--- config.mk ---
export PLATFORM = sky130hd
export DESIGN_NAME = sram_ctrl
export DESIGN_NICKNAME = d
export VERILOG_FILES = /design/src/rtl/sram_ctrl.sv
export SDC_FILE = /design/constraint.sdc
export NUM_CORES = 1
export LEC_CHECK = 0
export CAP_MARGIN = 10
export CELL_PAD_IN_SITES_DETAIL_PLACEMENT = 1
export CELL_PAD_IN_SITES_GLOBAL_PLACEMENT = 1
export CORE_MARGIN = 3
export CORE_UTILIZATION = 36
export CTS_BUF_LIST = sky130_fd_sc_hd__clkbuf_4
export DETAILED_ROUTE_END_ITERATION = 10
export PLACE_DENSITY_LB_ADDON = 0.1
export SETUP_SLACK_MARGIN = 0.4
export SLEW_MARGIN = 20
export SYNTH_ARGS = -nofsm -noshare
export SYNTH_HDL_FRONTEND = slang
export SYNTH_SLANG_ARGS = --single-unit
--- constraint.sdc ---
create_clock -name clk -period 4.6 [get_ports clk]
set_clock_uncertainty 0.1 [all_clocks]
set_input_delay 1.38 -clock clk [delete_from_list [all_inputs] [get_ports clk]]
set_output_delay 1.38 -clock clk [all_outputs]
set_load 0.05 [all_outputs]
--- src/rtl/sram_ctrl.sv ---
// sram_ctrl: 32-bit load/store bridge to a 16-bit SRAM, low half-word then high half-word
module sram_ctrl #(
  parameter int          WAIT_CYCLES = 2,
  parameter logic [31:0] BASE_ADDR   = 32'd1024
) (
  input  logic        clk,
  input  logic        rst,
  input  logic        rd_en,
  input  logic        wr_en,
  input  logic [31:0] address,
  input  logic [31:0] write_data,
  output logic [31:0] read_data,
  output logic        ready,
  output logic [17:0] sram_addr,
  output logic [15:0] sram_dq_out,
  output logic        sram_dq_oe,
  input  logic [15:0] sram_dq_in,
  output logic        sram_we_n
);
  typedef enum logic [1:0] {IDLE, LOW, HIGH, DONE} state_t;
  state_t      state, next;
  logic [3:0]  cnt;
  logic        is_wr;
  logic [15:0] wdata_hi;
  logic [16:0] w;
  logic        req, tc, active;
  assign req    = rd_en | wr_en;
  assign w      = 17'((address - BASE_ADDR) >> 2);
  assign tc     = cnt == 4'(WAIT_CYCLES - 1);
  assign active = state == LOW || state == HIGH;
  always_ff @(posedge clk or negedge rst)
    if (!rst) state <= IDLE;
    else state <= next;
  always_comb
    next = state == IDLE ? (req ? LOW : IDLE) :
           state == LOW  ? (tc ? HIGH : LOW) :
           state == HIGH ? (tc ? DONE : HIGH) : IDLE;
  always_comb begin
    ready      = state == DONE || (state == IDLE && !req);
    sram_dq_oe = active && is_wr;
    sram_we_n  = !(active && is_wr);
  end
  // sram_addr[17:1] keeps the latched word index, so the high phase only flips bit 0
  always_ff @(posedge clk or negedge rst)
    if (!rst) begin
      cnt         <= '0;
      is_wr       <= 1'b0;
      wdata_hi    <= '0;
      sram_addr   <= '0;
      sram_dq_out <= '0;
      read_data   <= '0;
    end else if (state == IDLE && req) begin
      cnt         <= '0;
      is_wr       <= wr_en;
      wdata_hi    <= write_data[31:16];
      sram_addr   <= {w, 1'b0};
      sram_dq_out <= write_data[15:0];
    end else if (active) begin
      cnt <= tc ? 4'd0 : cnt + 4'd1;
      if (tc && !is_wr && state == LOW) read_data[15:0] <= sram_dq_in;
      if (tc && !is_wr && state == HIGH) read_data[31:16] <= sram_dq_in;
      if (tc && state == LOW) begin
        sram_addr[0] <= 1'b1;
        sram_dq_out  <= wdata_hi;
      end
    end
endmodule

==> impl_metrics.py, run 1 <==
metrics = {
    "outcome": {
        "status": "finished, final reports clean",
    },
    "detailed_routing": {
        "drt-vias-per-instance": 4.89,
        "wl_met3_um": 740,
        "wl_um": 9920,
        "top_layer": "met4",
        "firstDrtPassIters": 4,
        "wl_met1_um": 4560,
        "drc_errors": 0,
        "drt_iter0_drc": 157,
        "wl_per_cell_um": 15.7,
        "ant_nets": 0,
        "wl_met2_um": 4530,
        "via_count": 3088,
    },
    "setup_path": {
        "ff2ff_path_depth": 5,
        "rr_startpoint": "cnt[1]$_DFFE_PN0P_",
        "worstSetupStartpointType": "flop",
        "arrival_ns": 2.41,
        "cp-end-kind": "output port",
        "critPathKind": "reg2out",
        "cp_max_fo": 10,
        "reg2reg_slack_ns": 1.60,
        "timing.rr.end": "read_data[27]$_DFFE_PN0P_",
        "required_ns": 3.12,
    },
    "global_routing": {
        "antenna_found_initial": 0,
        "grt.total_usage_pct": 16.9,
        "grt_max_degree": 84,
        "grt_pass1_vias": 3203,
        "grt_first_pass_wirelength_um": 15900,
        "grt-ovfl-total": 0,
    },
    "cts": {
        "cts_tree": "yes",
        "clock_path_buffers": 2,
        "clockRootBuffer": "clkbuf_4",
        "cts_buffers": 9,
        "holdBufCountCts": 0,
        "insertion_delay_ns": 0.42,
        "cts_setup_buffers": 0,
        "clkSinkCount": 89,
        "post_cts_resized": 0,
        "path_clk_slew_ns": 0.14,
        "h-tree-depth": 3,
    },
    "floorplanning": {
        "dieHeight_um": 109,
        "placementRows": 37,
        "die_x_um": 109,
        "dieArea_um2": 11900,
        "io_pins": 153,
        "start_util_pct": 37.1,
        "core_area_um2": 10300,
    },
    "synth": {
        "ys_ff_latch": 89,
        "synth_cells": 360,
        "ys_warn_count": 0,
        "ys.flop_type": "dfrtp_1",
        "synth_cell_type_count": 35,
        "ys_seq_area_share_pct": 58.1,
        "synthArstFlopShare_pct": 100,
        "syn_area_um2": 3830,
        "syn_avg_cell_area_um2": 10.6,
        "synth_edf_count": 0,
        "synthesis.nets": 451,
    },
    "timing": {
        "finalSetupViolCount": 0,
        "min_period_ns": 3.89,
        "tightest_slew_ns": 0.920,
        "rsz0062_at_grt": "false",
        "fin_crit_sh_pct": 84.6,
        "drv_slew": 0,
        "tns_ns": 0,
        "fmax_mhz": 257,
        "maxSlewHeadroom_pct": 38.6,
        "hold_viol": 0,
    },
    "layout": {
        "n_antenna_cell": 0,
        "multi_input_area_um2": 1500,
        "regArea_um2": 2230,
        "drive_gt1_share_pct": 12.1,
        "fillCellCount": 1139,
        "nets": 582,
        "syn_to_final_growth_pct": 43.3,
    },
    "power_and_ir_drop": {
        "vdd_drop_max_v": 0.000364,
        "power_uw": 4450,
        "p_per_area_nw_per_um2": 810,
        "p_leak_uw": 0.00240,
    },
    "min_path": {
        "whs_path_depth": 2,
        "hold_end": "wdata_hi[13]$_DFFE_PN0P_",
        "worstHoldPathType": "reg2reg",
        "worstHoldStart": "wdata_hi[13]$_DFFE_PN0P_",
    },
    "place": {
        "hpwlAfterDp_um": 7050,
        "port-buffer-count": 137,
        "globalplace.congestion": 0.680,
    },
    "job": {
        "cap_violations": 0,
    },
}
-- worst max-delay path, cell delays in order (launching register included) --
cell and delay [ns]:
dfrtp_1 0.45, inv_1 0.09, ha_1 0.45, nand2_1 0.14, inv_1 0.08, clkdlybuf4s50_1 0.79
-- cells in the mapped netlist, types with 2 or more instances --
cell type,count,area share (%)
nor3b_1,2,0.39
xnor2_1,2,0.46
or4_1,4,0.78
mux2_4,10,3.9
dfrtp_1,89,58
nor2_1,28,2.7
o21ai_0,24,3.1
clkbuf_1,15,1.5
a31oi_1,21,3.4
inv_1,6,0.59
buf_6,2,0.59
or3_1,4,0.65
nand2_1,81,7.9
buf_1,3,0.29
ha_1,7,2.3
nor2b_1,2,0.33
o31ai_1,3,0.59
a21oi_1,19,2.5
mux2_2,22,6.5
-- kinds of logic after synthesis --
logic type / Yosys count / synth area share [%]
AND/OR/NAND/NOR: 129 / 14.7
flip-flops: 89 / 58.1
AO/OA/AOI/OAI: 71 / 10.4
multiplexers: 33 / 10.6
buffers and inverters: 28 / 3.26
adder cells (fa/ha/maj): 7 / 2.28
XOR/XNOR: 3 / 0.686
-- state kept, by name, indices dropped and copies added, names as in the netlist, named ones only --
register and cells:
read_data 32, sram_addr 18, sram_dq_out 16, wdata_hi 16
cnt 4, is_wr 1, state 1
-- cells in the final DEF, fill, tap and decap left out, types with 3 or more instances in the layout --
cell	count
clkbuf_4	12
a31oi_1	21
clkdlybuf4s50_1	135
nand2_1	81
ha_1	7
buf_4	6
mux2_2	22
nor2_1	28
o21ai_0	24
dfrtp_1	89
or4_1	4
or3_1	4
inv_1	6
a21oi_1	19
mux2_4	10
o31ai_1	3
-- power breakdown --
| part | internal [µW] | switching (µW) |
|---|---|---|
| logic | 876 | 1740 |
| clock network | 241 | 251 |
| registers | 1140 | 202 |
-- layout make-up --
class / count / share of cell area [%]
clock buffers: 12 / 1.64
clock inverters: 4 / 1.41
multi-input cells: 243 / 27.3
repair buffers: 142 / 25.6
well taps: 136 / 3.10
inverters: 6 / 0.410
flip-flops and latches: 89 / 40.5
-- through the flow --
step	instance area (µm²)	hold slack [ns]	utilization (%)	setup slack (ns)	instances
floorplan	3830	0.338	-	1.27	360
global route	5490	0.421	53.2	0.528	632
CTS	5490	0.389	53.2	0.659	632
finish	5490	0.381	53.2	0.707	632
global placement	5320	0.350	51.6	0.739	616
detailed placement	5320	0.359	51.6	0.743	616
-- per-layer routing --
layer | up-vias | global-route usage, %
li1 | 1489 | -
met1 | 1487 | 22.7
met2 | 102 | 27.0
met3 | 10 | 4.32
met4 | 0 | 5.34
met5 | - | 0
-- worst max path at each step --
stage / from / endpoint / slack (ns) / cells past startpoint
2_1_floorplan: wr_en / ready / 1.27 / 2
3_3_place_gp: wr_en / ready / 0.74 / 4
3_5_place_dp: wr_en / ready / 0.74 / 4
4_1_cts: state[0]$_DFF_PN0_ / sram_dq_oe / 0.66 / 5
5_1_grt: state[0]$_DFF_PN0_ / sram_dq_oe / 0.53 / 5
6_report: state[0]$_DFF_PN0_ / sram_dq_oe / 0.71 / 5
Note: power is estimated with default switching activity, not from simulation.
==> run 2, diff against run 1 <==
--- a/config.mk
+++ b/config.mk
@@ -9,7 +9,7 @@
 export CELL_PAD_IN_SITES_DETAIL_PLACEMENT = 1
 export CELL_PAD_IN_SITES_GLOBAL_PLACEMENT = 1
 export CORE_MARGIN = 3
-export CORE_UTILIZATION = 36
+export CORE_UTILIZATION = 33
 export CTS_BUF_LIST = sky130_fd_sc_hd__clkbuf_4
 export DETAILED_ROUTE_END_ITERATION = 10
 export PLACE_DENSITY_LB_ADDON = 0.1
==> constraint.sdc (replaced) <==
create_clock -name clk -period 3.9 [get_ports clk]
set_clock_uncertainty 0.1 [all_clocks]
set_input_delay 1.17 -clock clk [delete_from_list [all_inputs] [get_ports clk]]
set_output_delay 1.17 -clock clk [all_outputs]
set_load 0.05 [all_outputs]
==> run 2 against run 1 <==
Against the previous run:
- die area up 8.6%
- cell count up 0.95%
- first-iteration DRC count unchanged
- via count up 1.5%
- count of clock-buffer cells in the layout down 3
- critical path depth down 1
- worst setup slack worse by 0.23 ns
- global-route usage down 0.55 points
- largest cell class unchanged
- highest routed layer unchanged
==> impl_metrics.py, run 2 (same netlist as run 1, synthesis figures left out) <==
metrics = {
    "outcome": {
        "status": "finished, final reports clean",
    },
    "global_routing": {
        "use_met1_pct": 22.4,
        "grt_max_degree": 54,
        "grt_first_pass_wirelength_um": 17000,
        "antenna_found_initial": 1,
        "busiest_layer": "met2",
        "grt-ovfl-total": 0,
        "met2_usage_pct": 25.7,
        "grt.total_usage_pct": 16.4,
        "grt_pass1_vias": 3325,
        "met3_usage_pct": 5.04,
    },
    "cts": {
        "clkSinkCount": 89,
        "h-tree-depth": 3,
        "cts_setup_buffers": 0,
        "cts_tree": "yes",
        "clock_path_buffers": 2,
        "cts_buffers": 9,
        "holdBufCountCts": 0,
        "clockRootBuffer": "clkbuf_4",
        "insertion_delay_ns": 0.44,
        "path_clk_slew_ns": 0.12,
    },
    "setup_path": {
        "reg2reg_slack_ns": 1.21,
        "required_ns": 2.63,
        "crit_start": "rd_en",
        "ff2ff_path_depth": 6,
        "cp-end-kind": "output port",
        "critPathKind": "in2out",
        "rr_startpoint": "cnt[1]$_DFFE_PN0P_",
        "worstSetupStartpointType": "input port",
        "crit_slowest_cell": "clkdlybuf4s50_1",
        "cp_max_fo": 3,
        "crit_path_max_incr_delay_ns": 0.55,
        "timing.rr.end": "read_data[26]$_DFFE_PN0P_",
        "endpoint": "ready",
        "arrival_ns": 2.15,
        "path_cells": "clkdlybuf4s50_1 -> nor2_1 -> a21o_1 -> buf_12",
    },
    "timing": {
        "maxSlewHeadroom_pct": 54.9,
        "fin_crit_sh_pct": 87.7,
        "min_period_ns": 3.42,
        "fmax_mhz": 292,
        "rsz0062_at_grt": "false",
        "finalSetupViolCount": 0,
        "drv_slew": 0,
        "tightest_slew_ns": 0.677,
        "hold_viol": 0,
        "tns_ns": 0,
    },
    "floorplanning": {
        "io_pins": 153,
        "die_x_um": 114,
        "start_util_pct": 34.6,
        "dieHeight_um": 114,
        "core_area_um2": 11100,
        "dieArea_um2": 12900,
        "placementRows": 38,
    },
    "power_and_ir_drop": {
        "comb_power_share_pct": 59.9,
        "p_per_area_nw_per_um2": 947,
        "intPower_uw": 2600,
        "vdd_drop_max_v": 0.000485,
        "p_leak_uw": 0.00241,
        "switching_share_pct": 50.3,
        "clkPwrFrac_pct": 9.8,
        "p_switching_uw": 2630,
        "power_uw": 5220,
        "seqPwrFrac_pct": 30.2,
    },
    "layout": {
        "mostFrequentLayoutCell": "clkdlybuf4s50_1",
        "drive_gt1_share_pct": 12.1,
        "nets": 584,
        "mostFrequentLayoutCells": "clkdlybuf4s50_1 (132), dfrtp_1 (89), nand2_1 (81)",
        "largest_reg_flops": 32,
        "syn_to_final_growth_pct": 43.9,
        "fillCellCount": 1236,
        "regMostFlops": "read_data",
        "top_regs": "read_data: 32 flops, sram_addr: 18 flops",
    },
    "place": {
        "port-buffer-count": 137,
        "hpwlAfterDp_um": 7460,
        "globalplace.congestion": 0.722,
    },
    "detailed_routing": {
        "wl_um": 10400,
        "drt-vias-per-instance": 4.91,
        "via_count": 3135,
        "drt_iter0_drc": 157,
        "wl_per_cell_um": 16.2,
        "firstDrtPassIters": 4,
        "drc_errors": 0,
        "ant_nets": 0,
    },
    "job": {
        "cap_violations": 0,
    },
    "min_path": {
        "worstHoldPathType": "reg2reg",
    },
}
[run 2: cell types whose count changed in the layout (fill, tap and decap cells not counted)]
cell,previous run,this run
buf_12,0,3
clkbuf_4,12,9
clkdlybuf4s50_1,135,132
dlygate4sd2_1,0,2
inv_6,0,2
buf_6,1,0
bufinv_16,2,1
clkinv_1,0,1
clkinv_4,2,1
clkinvlp_4,0,1
diode_2,0,1
dlymetal6s2s_1,0,1
[run 2: power groups by stage]
stage	combinational, µW	clock (µW)	sequential, µW
3_3_place_gp	3120	0	1580
4_1_cts	3180	541	1590
3_5_place_dp	3180	0	1610
2_1_floorplan	988	0	2660
6_report	3130	514	1580
5_1_grt	3350	583	1650
[run 2: worst min path at each step]
stage          cells after the start  slack, ns                startpoint                       end
6_report                           2       0.38   wdata_hi[3]$_DFFE_PN0P_   wdata_hi[3]$_DFFE_PN0P_
3_3_place_gp                       2       0.35  wdata_hi[15]$_DFFE_PN0P_  wdata_hi[15]$_DFFE_PN0P_
3_5_place_dp                       2       0.36   wdata_hi[3]$_DFFE_PN0P_   wdata_hi[3]$_DFFE_PN0P_
4_1_cts                            2       0.39   wdata_hi[3]$_DFFE_PN0P_   wdata_hi[3]$_DFFE_PN0P_
5_1_grt                            2       0.42  wdata_hi[11]$_DFFE_PN0P_  wdata_hi[11]$_DFFE_PN0P_
2_1_floorplan                      2       0.34   wdata_hi[0]$_DFFE_PN0P_   wdata_hi[0]$_DFFE_PN0P_
[run 2: worst max-delay path: cells and delay by family]
family          cells  cell delay [ns]
simple gates        1             0.06
buf+inv             2             0.70
compound gates      1             0.21
[run 2: cell type report]
cell class / instances / area, µm² / area share, %
clock buffers: 9 / 67.6 / 1.22
repair buffers: 144 / 1460 / 26.4
multi-input cells: 243 / 1500 / 27.2
well taps: 140 / 175 / 3.17
diodes: 1 / 2.50 / 0.0454
flip-flops and latches: 89 / 2230 / 40.4
inverters: 6 / 22.5 / 0.408
clock inverters: 6 / 67.6 / 1.22
[run 2: routing by layer]
| layer | vias up | wire length, µm | part of all wire [%] |
|---|---|---|---|
| li1 | 1489 | - | - |
| met1 | 1542 | 4770 | 46 |
| met2 | 97 | 4760 | 46 |
| met3 | 7 | 731 | 7.1 |
| met4 | 0 | 98 | 0.95 |
| met5 | - | 0 | 0 |
[run 2: through the flow]
| stage | util [%] | cell area (µm²) | hold slack [ns] | setup WS [ns] | cells |
|---|---|---|---|---|---|
| finish | 49.8 | 5520 | 0.384 | 0.479 | 638 |
| detailed placement | 48.6 | 5380 | 0.356 | 0.433 | 622 |
| floorplan | - | 3830 | 0.338 | 0.876 | 360 |
| CTS | 49.8 | 5510 | 0.386 | 0.424 | 637 |
| global route | 49.8 | 5520 | 0.421 | 0.449 | 638 |
| global placement | 48.6 | 5380 | 0.352 | 0.456 | 622 |
[run 2: timing repair]
item,4_1_cts,5_1_grt
endpoints found under the setup margin,2,1
gates resized for setup,2,1
endpoints found under the hold margin,0,0
==> run 3, diff against run 2 <==
--- a/config.mk
+++ b/config.mk
@@ -9,9 +9,10 @@
 export CELL_PAD_IN_SITES_DETAIL_PLACEMENT = 1
 export CELL_PAD_IN_SITES_GLOBAL_PLACEMENT = 1
 export CORE_MARGIN = 3
-export CORE_UTILIZATION = 33
+export CORE_UTILIZATION = 30
 export CTS_BUF_LIST = sky130_fd_sc_hd__clkbuf_4
 export DETAILED_ROUTE_END_ITERATION = 10
+export GPL_ROUTABILITY_DRIVEN = 0
 export PLACE_DENSITY_LB_ADDON = 0.1
 export SETUP_SLACK_MARGIN = 0.4
 export SLEW_MARGIN = 20
==> run 3 against run 2 <==
Against the previous run:
- sequential share of layout area is 0.21 points lower
- via count is 1.5% lower
- hold slack worse by 0.0019 ns
- die area is 9.5% higher
- sequential power barely moved
- critical path type unchanged
- highest routed layer unchanged
==> impl_metrics.py, run 3 (same netlist as run 1, synthesis figures left out) <==
metrics = {
    "outcome": {
        "status": "finished, final reports clean",
    },
    "cts": {
        "clkSinkCount": 89,
        "clock_path_buffers": 2,
        "cts_buffers": 9,
        "insertion_delay_ns": 0.43,
        "cts_tree": "yes",
        "h-tree-depth": 3,
        "path_clk_slew_ns": 0.14,
        "cts_setup_buffers": 0,
        "clockRootBuffer": "clkbuf_4",
    },
    "setup_path": {
        "crit_path_max_incr_delay_ns": 0.57,
        "critPathKind": "in2out",
        "cp_max_fo": 4,
        "endpoint": "ready",
        "crit_buf_inv": 2,
        "cp-end-kind": "output port",
        "required_ns": 2.63,
        "worstSetupStartpointType": "input port",
        "crit_start": "wr_en",
        "path_cells": "clkdlybuf4s50_1 -> nor2_1 -> a21o_1 -> buf_12",
        "ff2ff_path_depth": 6,
        "rr_startpoint": "cnt[1]$_DFFE_PN0P_",
        "worst-path-stages": 4,
        "arrival_ns": 2.18,
        "crit_slowest_cell": "clkdlybuf4s50_1",
        "reg2reg_slack_ns": 1.21,
        "timing.rr.end": "read_data[30]$_DFFE_PN0P_",
        "critical-path-top-delay-family": "buffers and inverters",
    },
    "layout": {
        "nets": 584,
        "largest_reg_flops": 32,
        "fin_cells": 666,
        "regMostFlops": "read_data",
        "top_regs": "read_data: 32 flops, sram_addr: 18 flops",
        "final_area_um2": 5550,
        "drive_gt1_share_pct": 12.4,
        "multi_input_area_um2": 1500,
        "fillCellCount": 1361,
        "utilization_pct": 45.2,
        "regArea_um2": 2230,
        "mostFrequentLayoutCells": "clkdlybuf4s50_1 (133), dfrtp_1 (89), nand2_1 (81)",
        "n_antenna_cell": 0,
        "syn_to_final_growth_pct": 44.7,
        "mostFrequentLayoutCell": "clkdlybuf4s50_1",
    },
    "detailed_routing": {
        "drc_errors": 0,
        "wl_um": 10200,
        "drt-vias-per-instance": 4.64,
        "drt_iter0_drc": 100,
        "wl_per_cell_um": 15.3,
        "via_count": 3089,
        "firstDrtPassIters": 5,
        "ant_nets": 0,
    },
    "timing": {
        "fin_crit_sh_pct": 88.5,
        "hold_viol": 0,
        "finalSetupViolCount": 0,
        "min_period_ns": 3.45,
        "drv_slew": 0,
        "tightest_slew_ns": 0.785,
        "fmax_mhz": 290,
        "maxSlewHeadroom_pct": 47.7,
        "rsz0062_at_grt": "false",
        "tns_ns": 0,
    },
    "min_path": {
        "worstHoldPathType": "reg2reg",
        "worstHoldStart": "wdata_hi[8]$_DFFE_PN0P_",
    },
    "global_routing": {
        "grt.total_usage_pct": 14.9,
        "grt_first_pass_wirelength_um": 17000,
        "grt-ovfl-total": 0,
        "grt_pass1_vias": 3324,
        "antenna_found_initial": 0,
        "grt_max_degree": 60,
    },
    "place": {
        "port-buffer-count": 137,
        "placed_area_um2": 5390,
        "hpwlAfterDp_um": 7080,
        "placed_cells": 650,
    },
    "power_and_ir_drop": {
        "p_leak_uw": 0.00240,
        "p_per_area_nw_per_um2": 949,
        "power_uw": 5260,
        "vdd_drop_max_v": 0.000411,
    },
    "floorplanning": {
        "dieArea_um2": 14200,
        "die_x_um": 119,
        "dieHeight_um": 119,
        "io_pins": 153,
        "placementRows": 40,
        "start_util_pct": 31.3,
        "core_area_um2": 12300,
    },
    "job": {
        "cap_violations": 0,
    },
}
[run 3: layout make-up]
class                      instances  share of cell area [%]
clock inverter                     5                    1.44
clock buffer                      11                    1.49
tap                              168                    3.79
sequential                        89                    40.2
timing repair buffer             144                    25.7
inverter                           6                   0.406
multi-input combinational        243                    27.0
[run 3: power breakdown]
part | internal [µW] | leakage [µW] | switching (µW)
Combinational | 1030 | 0.00126 | 2070
Sequential | 1340 | 0.00105 | 227
Clock | 274 | 0.0000847 | 314
Total | 2650 | 0.00240 | 2620
[run 3: worst reg2reg max path, cell delays in order, from the launching register on]
cell	delay [ns]
dfrtp_1	0.42
inv_1	0.08
ha_1	0.15
or3b_1	0.68
or4_1	0.59
buf_4	0.24
mux2_4	0.33
[run 3: stage by stage]
step	worst slack, ns	hold WS (ns)
after floorplan	0.876	0.338
after global placement	0.457	0.350
after detailed placement	0.451	0.356
after CTS	0.371	0.389
after global routing	0.402	0.416
final	0.447	0.382
[run 3: how the worst min path moves through the flow]
stage	end	slack (ns)	depth (start not counted)
after CTS	wdata_hi[4]$_DFFE_PN0P_	0.39	2
after floorplan	wdata_hi[0]$_DFFE_PN0P_	0.34	2
after detailed placement	wdata_hi[6]$_DFFE_PN0P_	0.36	2
after global routing	wdata_hi[6]$_DFFE_PN0P_	0.42	2
after global placement	wdata_hi[4]$_DFFE_PN0P_	0.35	2
final	wdata_hi[8]$_DFFE_PN0P_	0.38	2
[run 3: repair_timing]
action                     CTS  global route
setup endpoints to repair    2             1
hold buffers                 0             0
gates cloned                 0             0
resized for setup            2             2
[run 3: metal layers]
metal / routed length, µm / GRT usage [%] / part of all wire [%]
met3: 715 / 3.99 / 7.0
met1: 4940 / 19.9 / 48
met2: 4370 / 23.1 / 43
met5: 0 / 0 / 0
met4: 161 / 5.65 / 1.6
